===== src/rtl/ttl_mux_pkg.sv =====
// rtl/ttl_mux_pkg.sv - shared states, requester indices and widths for ttl_mux_scheduler
package ttl_mux_pkg;

  typedef enum logic [1:0] {
    INIT = 2'd0,
    IDLE = 2'd1,
    BUSY = 2'd2
  } state_t;

  localparam int unsigned REQ_Z   = 0;
  localparam int unsigned REQ_REG = 1;
  localparam int unsigned REQ_A   = 2;
  localparam int unsigned REQ_B   = 3;

  localparam int unsigned CNT_W  = 8;
  localparam int unsigned HOLD_W = 4;

  function automatic logic [1:0] onehot_to_idx(input logic [3:0] oh);
    logic [1:0] idx;
    idx = 2'd0;
    for (int i = 0; i < 4; i++) begin
      if (oh[i]) idx = 2'(i);
    end
    return idx;
  endfunction

endpackage


===== src/rtl/rr_pick4.sv =====
// rtl/rr_pick4.sv - combinational 4-way round-robin pick starting after ptr
module rr_pick4 (
  input  logic [3:0] req,
  input  logic [1:0] ptr,
  output logic [3:0] win
);

  logic [1:0] idx;
  logic       found;

  always_comb begin
    win   = 4'b0000;
    found = 1'b0;
    idx   = 2'd0;
    // Offsets 1..4 wrap naturally in two bits, so ptr itself is checked last.
    for (int i = 1; i <= 4; i++) begin
      idx = ptr + 2'(i);
      if (!found && req[idx]) begin
        win[idx] = 1'b1;
        found    = 1'b1;
      end
    end
  end

endmodule


===== src/rtl/ttl_mux_scheduler.sv =====
// rtl/ttl_mux_scheduler.sv - round-robin output-mux scheduler with bounded tenure
// Optional per-requester grant counters on gcnt when GRANT_CNT_EN is defined.
module ttl_mux_scheduler
  import ttl_mux_pkg::*;
#(
  parameter int HOLD = 4
) (
  input  logic       clk,
  input  logic       reset,
  input  logic [3:0] req,
  input  logic       sub2,
  input  logic [1:0] sub3,
  output logic [3:0] gnt,
  output logic [3:0] sel,
  output logic       sel2,
  output logic [1:0] sel3,
  output logic       ld,
  output logic       clr,
  output logic       busy
`ifdef GRANT_CNT_EN
  ,
  output logic [4*CNT_W-1:0] gcnt
`endif
);

  localparam logic [HOLD_W-1:0] HOLD_M1 = HOLD_W'(HOLD - 1);

  state_t            state_q, state_d;
  logic [1:0]        ptr_q, ptr_d;
  logic [HOLD_W-1:0] cnt_q, cnt_d;
  logic [3:0]        gnt_q, gnt_d;
  logic [3:0]        sel_q, sel_d;
  logic              sel2_q, sel2_d;
  logic [1:0]        sel3_q, sel3_d;
  logic              ld_q, ld_d;
  logic              clr_q, clr_d;
  logic              busy_q, busy_d;
  logic [3:0]        win;

  rr_pick4 u_pick (
    .req (req),
    .ptr (ptr_q),
    .win (win)
  );

  always_ff @(posedge clk) begin
    if (reset) begin
      state_q <= INIT;
      ptr_q   <= 2'd3;
      cnt_q   <= '0;
      gnt_q   <= 4'b0000;
      sel_q   <= 4'b0000;
      sel2_q  <= 1'b0;
      sel3_q  <= 2'b00;
      ld_q    <= 1'b0;
      clr_q   <= 1'b1;
      busy_q  <= 1'b0;
    end else begin
      state_q <= state_d;
      ptr_q   <= ptr_d;
      cnt_q   <= cnt_d;
      gnt_q   <= gnt_d;
      sel_q   <= sel_d;
      sel2_q  <= sel2_d;
      sel3_q  <= sel3_d;
      ld_q    <= ld_d;
      clr_q   <= clr_d;
      busy_q  <= busy_d;
    end
  end

  always_comb begin
    state_d = state_q;
    ptr_d   = ptr_q;
    cnt_d   = cnt_q;
    gnt_d   = gnt_q;
    sel_d   = sel_q;
    sel2_d  = sel2_q;
    sel3_d  = sel3_q;
    ld_d    = ld_q;
    clr_d   = 1'b0;
    busy_d  = busy_q;
    case (state_q)
      INIT: begin
        state_d = IDLE;
        gnt_d   = 4'b0000;
        sel_d   = 4'b0000;
        ld_d    = 1'b0;
        busy_d  = 1'b0;
      end
      IDLE: begin
        gnt_d  = 4'b0000;
        sel_d  = 4'b0000;
        ld_d   = 1'b0;
        busy_d = 1'b0;
        if (req != 4'b0000) begin
          state_d = BUSY;
          gnt_d   = win;
          sel_d   = win;
          ld_d    = win[REQ_REG];
          busy_d  = 1'b1;
          cnt_d   = HOLD_M1;
          ptr_d   = onehot_to_idx(win);
          if (win[REQ_A]) sel2_d = sub2;
          if (win[REQ_B]) sel3_d = sub3;
        end
      end
      BUSY: begin
        // Only the owner's bit matters here; other requesters wait for IDLE.
        if (cnt_q == '0 || (req & gnt_q) == 4'b0000) begin
          state_d = IDLE;
          gnt_d   = 4'b0000;
          sel_d   = 4'b0000;
          ld_d    = 1'b0;
          busy_d  = 1'b0;
        end else begin
          cnt_d = cnt_q - 1'b1;
        end
      end
      default: begin
        state_d = INIT;
        clr_d   = 1'b1;
        gnt_d   = 4'b0000;
        sel_d   = 4'b0000;
        ld_d    = 1'b0;
        busy_d  = 1'b0;
      end
    endcase
  end

  assign gnt  = gnt_q;
  assign sel  = sel_q;
  assign sel2 = sel2_q;
  assign sel3 = sel3_q;
  assign ld   = ld_q;
  assign clr  = clr_q;
  assign busy = busy_q;

`ifdef GRANT_CNT_EN
  logic [CNT_W-1:0] gcnt_q [4];

  always_ff @(posedge clk) begin
    if (reset) begin
      for (int i = 0; i < 4; i++) gcnt_q[i] <= '0;
    end else if (state_q == IDLE && req != 4'b0000) begin
      for (int i = 0; i < 4; i++) begin
        if (win[i] && gcnt_q[i] != {CNT_W{1'b1}}) gcnt_q[i] <= gcnt_q[i] + 1'b1;
      end
    end
  end

  always_comb begin
    gcnt = '0;
    for (int i = 0; i < 4; i++) gcnt[i*CNT_W +: CNT_W] = gcnt_q[i];
  end
`endif

endmodule


===== config.mk =====
export PLATFORM = sky130hd
export DESIGN_NAME = ttl_mux_scheduler
export DESIGN_NICKNAME = d
export VERILOG_FILES = /design/src/rtl/ttl_mux_pkg.sv /design/src/rtl/rr_pick4.sv /design/src/rtl/ttl_mux_scheduler.sv
export SDC_FILE = /design/constraint.sdc
export NUM_CORES = 1
export LEC_CHECK = 0
export CAP_MARGIN = 0
export CORE_UTILIZATION = 50
export CTS_CLUSTER_DIAMETER = 120
export CTS_CLUSTER_SIZE = 20
export DETAILED_ROUTE_END_ITERATION = 10
export HOLD_SLACK_MARGIN = 0.12
export PLACE_DENSITY_LB_ADDON = 0.1
export SYNTH_ARGS = -nofsm -noshare
export SYNTH_HDL_FRONTEND = slang
export SYNTH_SLANG_ARGS = --single-unit

===== constraint.sdc =====
create_clock -name clk -period 6.7 [get_ports clk]
set_clock_uncertainty 0.2 [all_clocks]
set_input_delay 1.34 -clock clk [delete_from_list [all_inputs] [get_ports clk]]
set_output_delay 1.34 -clock clk [all_outputs]
set_load 0.01 [all_outputs]

After elaboration in Yosys (flattened, before gate mapping)
Index checks and enable logic that the tools add are counted.
{ "word_totals": {"ff_bits": 18, "output_inout_bits": 14, "input_bits": 9} }
{ "classes": {"addsub": 4, "magnitude_cmp": 8, "muxes": 41, "eq_ne": 5, "n_reduce_logical": 22, "n_bitwise": 4} }
{ "ops": {"columns": ["op", "n"], "rows": [
  ["4-bit 2-to-1 mux", 8],
  ["1-bit 2-to-1 mux", 16],
  ["4-bit one-hot mux with 2 select lines", 2],
  ["2-bit by 3-bit < comparator with 1-bit output (second input constant)", 4],
  ["4-bit bitwise OR", 3],
  ["3-bit AND reduction", 3],
  ["1-bit binary-select mux with 2-bit select", 4],
  ["1-bit demux with 2-bit select", 4],
  ["2-bit by 1-bit >= comparator with 1-bit output (second input constant)", 4],
  ["4-bit logical NOT", 2],
  ["2-bit 2-to-1 mux", 4],
  ["1-bit logical AND", 7],
  ["2-bit inequality test (second input constant)", 3],
  ["2-bit one-hot mux with 3 select lines", 1],
  ["2-bit adder (second input constant)", 2],
  ["4-bit AND", 1],
  ["1-bit one-hot mux with 2 select lines", 2],
  ["2-bit AND reduction", 2],
  ["4-bit nonzero test", 1],
  ["4-bit by 1-bit subtractor with 4-bit output (second input constant)", 1],
  ["1-bit logical NOT", 3],
  ["3-bit OR reduction", 1],
  ["2-bit by 1-bit adder with 2-bit output (second input constant)", 1],
  ["2-bit by 1-bit == test with 1-bit output (second input constant)", 1],
  ["other kinds (4)", 4]
]} }

Logic depth before layout (Yosys ltp)
Gate-level depths: netlist (run 1).
{ "logic_depth": {"ltp_word": 16, "mapped_depth": 9, "mapped_depth_nobuf": 7} }

Modules after synthesis
From an unflattened synthesis (run 1), not the netlist that was laid out.
{ "hier_totals": {"hier_cells": 125, "area_unflattened_um2": 1121.1} }
{ "by_module_without_submodules": {"columns": ["mod", "seq_area_each_um2", "area_each_um2", "cells_each", "instances"], "rows": [
  ["ttl_mux_scheduler", 340.3, 763.2, 87, 1],
  ["rr_pick4", 0.0, 357.8, 38, 1]
]} }

Least setup slack after synthesis (run 1)
Ideal clock, no wire load.
{ "synth_timing": {"path_type": "input-to-reg", "start": "input req[2]", "end": "register sel3_q[0], in the netlist sel3[0]", "arrival_ns": 2.780, "setup_slack_ns": 3.648, "path_buffers": 1, "path_stages": 6, "setup_time_ns": 0.072, "cell_sequence": "mux4_2 buf_6 nor4b_4 nand2_1 a31oi_2 mux2i_1"} }
{ "synth_via": {"elab_chain_cells": 13, "elab_cells_between_ends": 26} }
{ "synth_lines": {"columns": ["item", "line", "rtl"], "rows": [
  ["start: declaration", "ttl_mux_scheduler.sv:10", "input logic [3:0] req,"],
  ["1-bit binary-select mux with 2-bit select", "rr_pick4.sv:18", "if (!found && req[idx]) begin"],
  ["1-bit 2-to-1 mux (not written as such)", "rr_pick4.sv:18", null],
  ["1-bit 2-to-1 mux", "rr_pick4.sv:18", null],
  ["1-bit logical NOT", "rr_pick4.sv:18", null],
  ["1-bit logical AND", "rr_pick4.sv:18", null],
  ["1-bit 2-to-1 mux", "rr_pick4.sv:18", null],
  ["1-bit logical NOT", "rr_pick4.sv:18", null],
  ["1-bit logical AND", "rr_pick4.sv:18", null],
  ["1-bit 2-to-1 mux", "rr_pick4.sv:18", null],
  ["1-bit logical NOT", "rr_pick4.sv:18", null],
  ["1-bit logical AND", "rr_pick4.sv:18", null],
  ["4-bit 2-to-1 mux", "rr_pick4.sv:18", null],
  ["3-bit AND reduction (no line) *", null, null],
  ["end signal: assignment", "ttl_mux_scheduler.sv:65", "sel3_q <= sel3_d;"],
  ["end: declaration", "ttl_mux_scheduler.sv:34", "logic [1:0] sel3_q, sel3_d;"]
]} }
Mark *: on every way between the ends. The rest lies on a longest branch, timed or not. The select of a mux whose other input is x is not followed.
A chain may end at the register's enable or synchronous reset.

Worst setup path in the final report (run 1)
{ "layout_timing": {"start": "input req[0]", "end": "register cnt_q[1]"} }
{ "layout_via": {"elab_chain_cells": 5, "elab_cells_between_ends": 7} }
{ "layout_lines": {"columns": ["item", "line", "rtl"], "rows": [
  ["4-bit AND", "ttl_mux_scheduler.sv:110", "if (cnt_q == '0 || (req & gnt_q) == 4'b0000) begin"],
  ["4-bit logical NOT", "ttl_mux_scheduler.sv:110", null],
  ["1-bit logical OR", "ttl_mux_scheduler.sv:110", null],
  ["2-bit inequality test (no line)", null, null],
  ["3-bit AND reduction (no line) *", null, null],
  ["end signal: assignment", "ttl_mux_scheduler.sv:61", "cnt_q <= cnt_d;"],
  ["end: declaration", "ttl_mux_scheduler.sv:30", "logic [HOLD_W-1:0] cnt_q, cnt_d;"]
]} }
Mark *: on every way between the ends. The rest lies on a longest branch, timed or not.

==> results of run 1 <==
## logic make-up (layout without fill, tap and decap cells)
logic type,after synthesis,in the layout,synth area share
AO/OA/AOI/OAI,27,27,0.169
XOR/XNOR,2,2,0.0157
adder cells (fa/ha/maj),9,9,0.101
buffers and inverters,14,30,0.0774
flip-flops,17,17,0.305
multiplexers,7,7,0.114
AND/OR/NAND/NOR,46,46,0.217
## critical path: cells and delay by family
family | cells | cell delay, ns
AOI/OAI and AO/OA | 3 | 1.27
buffers and inverters | 1 | 0.57
and+or+nand+nor | 2 | 0.41
## layer usage
| layer | part of all wire | wire length [um] | up-vias |
|---|---|---|---|
| met3 | 0.053 | 121 | 5 |
| met2 | 0.45 | 1020 | 27 |
| met5 | 0 | 0 | - |
| li1 | - | - | 463 |
| met1 | 0.48 | 1100 | 435 |
| met4 | 0.013 | 30 | 0 |
## power by group through the flow
| stage | registers [mW] | logic (mW) | clock network [mW] |
|---|---|---|---|
| 4_1_cts | 0.116 | 0.0751 | 0.0578 |
| 5_1_grt | 0.118 | 0.0836 | 0.0623 |
| 3_5_place_dp | 0.119 | 0.0746 | 0 |
| 3_3_place_gp | 0.118 | 0.0730 | 0 |
| 6_report | 0.117 | 0.0756 | 0.0563 |
| 2_1_floorplan | 0.117 | 0.0576 | 0 |
## sequential cells by signal, summed over array words and instances (netlist names)
signal   cells
busy         1
clr          1
cnt_q        4
ptr_q        2
sel          4
sel2         1
sel3         2
state_q      2
## through the flow
step	area (um^2)	worst slack [ns]	total power, mW	hold WS (ns)	std cells
finish	1330	3.07	0.249	0.278	165
global route	1330	2.79	0.264	0.307	165
CTS	1330	3.10	0.249	0.283	165
detailed placement	1300	2.77	0.193	0.262	161
global placement	1300	2.89	0.191	0.261	161
floorplan	1110	3.65	0.174	0.259	122
## synth_stat cells, drive strengths merged, types with 2 or more instances
cell type / instances / area [um^2]
dfxtp: 17 / 340
o21a: 2 / 15.0
nand2: 18 / 67.6
nand2b: 7 / 43.8
buf: 7 / 60.1
xor2: 2 / 17.5
mux2i: 3 / 30.0
nand3b: 2 / 15.0
nor3b: 2 / 15.0
a31o: 2 / 17.5
inv: 4 / 15.0
clkbuf: 3 / 11.3
a221oi: 2 / 17.5
o21ai: 4 / 20.0
nor3: 3 / 15.0
a22oi: 2 / 15.0
nor2: 9 / 33.8
mux4: 4 / 97.6
a22o: 2 / 20.0
a21oi: 8 / 40.0
ha: 9 / 113
## layout make-up
class	count	area, um^2	share of cell area
Clock buffer	3	22.5	0.0170
Clock inverter	1	5.00	0.00378
Inverter	4	15.0	0.0113
Multi-Input combinational cell	91	688	0.519
Sequential cell	17	340	0.257
Tap cell	27	33.8	0.0255
Timing Repair Buffer	22	220	0.166
## how the worst min path moves through the flow
stage	to	slack (ns)	depth (start not counted)
detailed placement	sel3[1]	0.26	2
global placement	sel3[1]	0.26	2
finish	sel3[1]	0.28	2
CTS	sel3[1]	0.28	2
floorplan	cnt_q[1]	0.26	2
global route	sel3[1]	0.31	2
==> results.cfg, run 1 <==
[run_status]
status = complete, no violations

[worst_setup_path]
crit_path_top_delay_cell = a221oi_1
r2r-start = ptr_q[0]
worst_setup_path_start_kind = input pin
endpoint = cnt_q[1]
crit_start = req[0]
worstSetupEndpointType = register
critical_path_class = input pin to register
max_stage_delay_ns = 1.08
rr_worst_depth = 7
worstPathRequired_ns = 6.67
timing.critical_path.cells = clkdlybuf4s50_1 > a22oi_1 > a221oi_1 > nor2_1 > nor3b_1 > a211oi_1
timing.rr.end = sel3[0]
r2r_setup_slack_ns = 3.78
path_max_fanout = 12
crit_arrival_ns = 3.60

[timing]
fin_setup_tns_ns = 0
tightest_slew_ns = 1.30
setup_violations = 0
grt_setup_unrepaired = false
slew_headroom = 0.136
finalHoldViolCount = 0
fin_crit_sh = 0.541
fmax_mhz = 276
drv_slew = 0
post-route-min-period_ns = 3.63

[clock_tree]
path_clk_slew_ns = 0.10
clock_path_buffers = 2
cts_buffers = 3
post_cts_resized = 0
cts_hold_buf = 0
cts_htree_levels = 1
cts_tree = yes
clock-sinks = 17
clkLatencyLatePin_ns = 0.30
root_buffer = clkbuf_4
cts_setup_buffers = 0

[yosys]
synth_cell_types = 33
syn_inst = 122
syn_avg_cell_area_um2 = 9.14
syn-num-nets = 140
ys.flop_type = dfxtp_1
synth_area_mm2 = 0.00111
synth-seq-area-share = 0.305
async_flop_share = 0
synth-seq-cells = 17
synth-edff-count = 0
ys_warn_count = 0

[route]
viasPerCell = 5.64
wirelength_um = 2270
vias = 930
antenna_left = 0
drc_errors = 0
wl_per_cell_um = 13.8
drtPass1Iterations = 4
drt_iter0_markers = 14

[final_layout]
final_common_cell = clkdlybuf4s50_1
drive_above_1_share = 0.0942
fillers = 177
finalCoreUtilization = 0.655
diodes = 0
area_growth_pct = 18.9
final_cell_mix = clkdlybuf4s50_1, nand2_1, dfxtp_1
finalNetCount = 157

[pwr]
p_comb_frac = 0.304
p_leak_nw = 0.498
ir_drop_mv = 0.134
intPower_mw = 0.168
clockPowerShare = 0.227
powerDensity_mw_per_mm2 = 188
power_switching_mw = 0.0806
swShare = 0.324
power_frac_seq = 0.469

[grt]
grt_start_max_net_pins = 21
met3_usage = 0.0498
overflow = 0
grt_pass1_vias = 888
busiest_layer = met2
met2_usage = 0.349
gr-usage-all-layers = 0.216
antenna_found_initial = 0
grt_pass1_wl_um = 4000
use_met1 = 0.280

[place]
routabilityCongestion = 0.897
port-buffer-count = 22
hpwl_um = 1690

[die]
row_count = 16
die_w_um = 49.2
start_util = 0.551
dieArea_mm2 = 0.00242
core_area_mm2 = 0.00202
die_h_um = 49.2
top_level_ports = 23

[min_path]
hp-start = sel3[1]
hp-class = register to register

[run]
drv_cap = 0
(Power assumes the default switching activity.)
==> inputs of run 2 (changes only) <==
--- a/config.mk
+++ b/config.mk
@@ -6,7 +6,7 @@
 export NUM_CORES = 1
 export LEC_CHECK = 0
 export CAP_MARGIN = 0
-export CORE_UTILIZATION = 50
+export CORE_UTILIZATION = 45
 export CTS_CLUSTER_DIAMETER = 120
 export CTS_CLUSTER_SIZE = 20
 export DETAILED_ROUTE_END_ITERATION = 10
==> constraint.sdc (replaced) <==
create_clock -name clk -period 3 [get_ports clk]
set_clock_uncertainty 0.2 [all_clocks]
set_input_delay 0.6 -clock clk [delete_from_list [all_inputs] [get_ports clk]]
set_output_delay 0.6 -clock clk [all_outputs]
set_load 0.01 [all_outputs]
==> results.cfg, run 2 (same netlist as run 1, synthesis figures left out) <==
[grt]
grt_pass1_wl_um = 3890
overflow = 0
grt_pass1_vias = 879
antenna_found_initial = 0
gr-usage-all-layers = 0.198
grt_start_max_net_pins = 21

[timing]
drv_slew = 0
fmax_mhz = 368
finalHoldViolCount = 0
slew_headroom = 0.595
setup_violations = 0
post-route-min-period_ns = 2.72
fin_crit_sh = 0.906
grt_setup_unrepaired = false
fin_setup_tns_ns = 0
tightest_slew_ns = 0.606

[pwr]
intPower_mw = 0.387
p_comb_frac = 0.333
total_power_mw = 0.572
p_leak_nw = 0.528
ir_drop_mv = 0.344
clockPowerShare = 0.228
swShare = 0.324
powerDensity_mw_per_mm2 = 414
power_switching_mw = 0.186
power_frac_seq = 0.439

[route]
wirelength_um = 2330
drt_iter0_markers = 29
viasPerCell = 5.53
drtPass1Iterations = 4
wl_per_cell_um = 13.5
vias = 957
antenna_left = 0
drc_errors = 0

[clock_tree]
post_cts_resized = 0
cts_hold_buf = 0
cts_buffers = 3
cts_htree_levels = 1
clock_path_buffers = 2
cts_tree = yes
cts_setup_buffers = 0
path_clk_slew_ns = 0.10
clkLatencyLatePin_ns = 0.30
clock-sinks = 17
root_buffer = clkbuf_4

[worst_setup_path]
worstPathRequired_ns = 3.03
worstSetupEndpointType = register
worst_setup_path_start_kind = input pin
r2r_setup_slack_ns = 0.55
critical_path_class = input pin to register
crit_arrival_ns = 2.75
path_max_fanout = 7

[final_layout]
area_growth_pct = 23.9
finalNetCount = 164
fin_area_mm2 = 0.00138
diodes = 0
final_common_cell = clkdlybuf4s50_1
multi_input_area_um2 = 688
ff_latch_area_um2 = 340
fillers = 199
drive_above_1_share = 0.138
final_cell_mix = clkdlybuf4s50_1, nand2_1, dfxtp_1

[place]
routabilityCongestion = 0.932
port-buffer-count = 22
placed_area_mm2 = 0.00135
hpwl_um = 1770

[run]
drv_cap = 0

[die]
die_w_um = 51.8
row_count = 17
die_h_um = 51.8
top_level_ports = 23
core_area_mm2 = 0.00228
start_util = 0.490
dieArea_mm2 = 0.00268

[min_path]
hp-class = register to register

[run_status]
status = complete, no violations
## run 2: cell count changes in the layout (fill, tap and decap cells not counted), sizes merged
cell | previous run | this run
clkinvlp | 0 | 1
clkinv | 1 | 0
buf | 0 | 7
## run 2: final cells by class
type | count | area share
Clock buffer | 3 | 0.0163
Inverter | 4 | 0.0109
Clock inverter | 1 | 0.00543
Tap cell | 28 | 0.0254
Sequential cell | 17 | 0.246
Multi-Input combinational cell | 91 | 0.498
Timing Repair Buffer | 29 | 0.197
## run 2: power groups by stage
stage / Clock (mW) / Sequential, mW / Combinational [mW]
detailed placement: 0 / 0.256 / 0.188
floorplan: 0 / 0.260 / 0.129
global placement: 0 / 0.256 / 0.187
CTS: 0.135 / 0.251 / 0.189
finish: 0.131 / 0.251 / 0.190
global route: 0.144 / 0.253 / 0.209
## run 2: path summary, 6_finish.rpt
path	depth (start not counted)	endpoint	from
max	6	sel3[0]	req[1]
min reg2reg	2	sel2	sel2
min	2	sel2	sel2
max reg2reg	6	sel3[0]	ptr_q[0]
## run 2: metal layers
layer / part of all wire / up-vias / track usage
met4: 0.012 / 0 / 0.0676
met1: 0.51 / 438 / 0.260
met5: 0 / - / 0
met2: 0.42 / 34 / 0.318
li1: - / 481 / -
met3: 0.053 / 4 / 0.0439
## run 2: per-stage QoR
stage,cells,hold slack [ns],setup WS (ns),utilization
2_1_floorplan,122,0.259,0.540,-
3_3_place_gp,169,0.262,0.120,0.594
3_5_place_dp,169,0.272,0.0386,0.594
4_1_cts,173,0.292,0.334,0.607
5_1_grt,173,0.313,0.202,0.607
6_report,173,0.291,0.282,0.607
## run 2: worst max-delay path, cell delays in order
cell             delay [ns]
clkdlybuf4s50_1        0.51
mux4_2                 0.61
nor3b_1                0.39
nand2_1                0.15
a31oi_2                0.26
mux2i_1                0.22
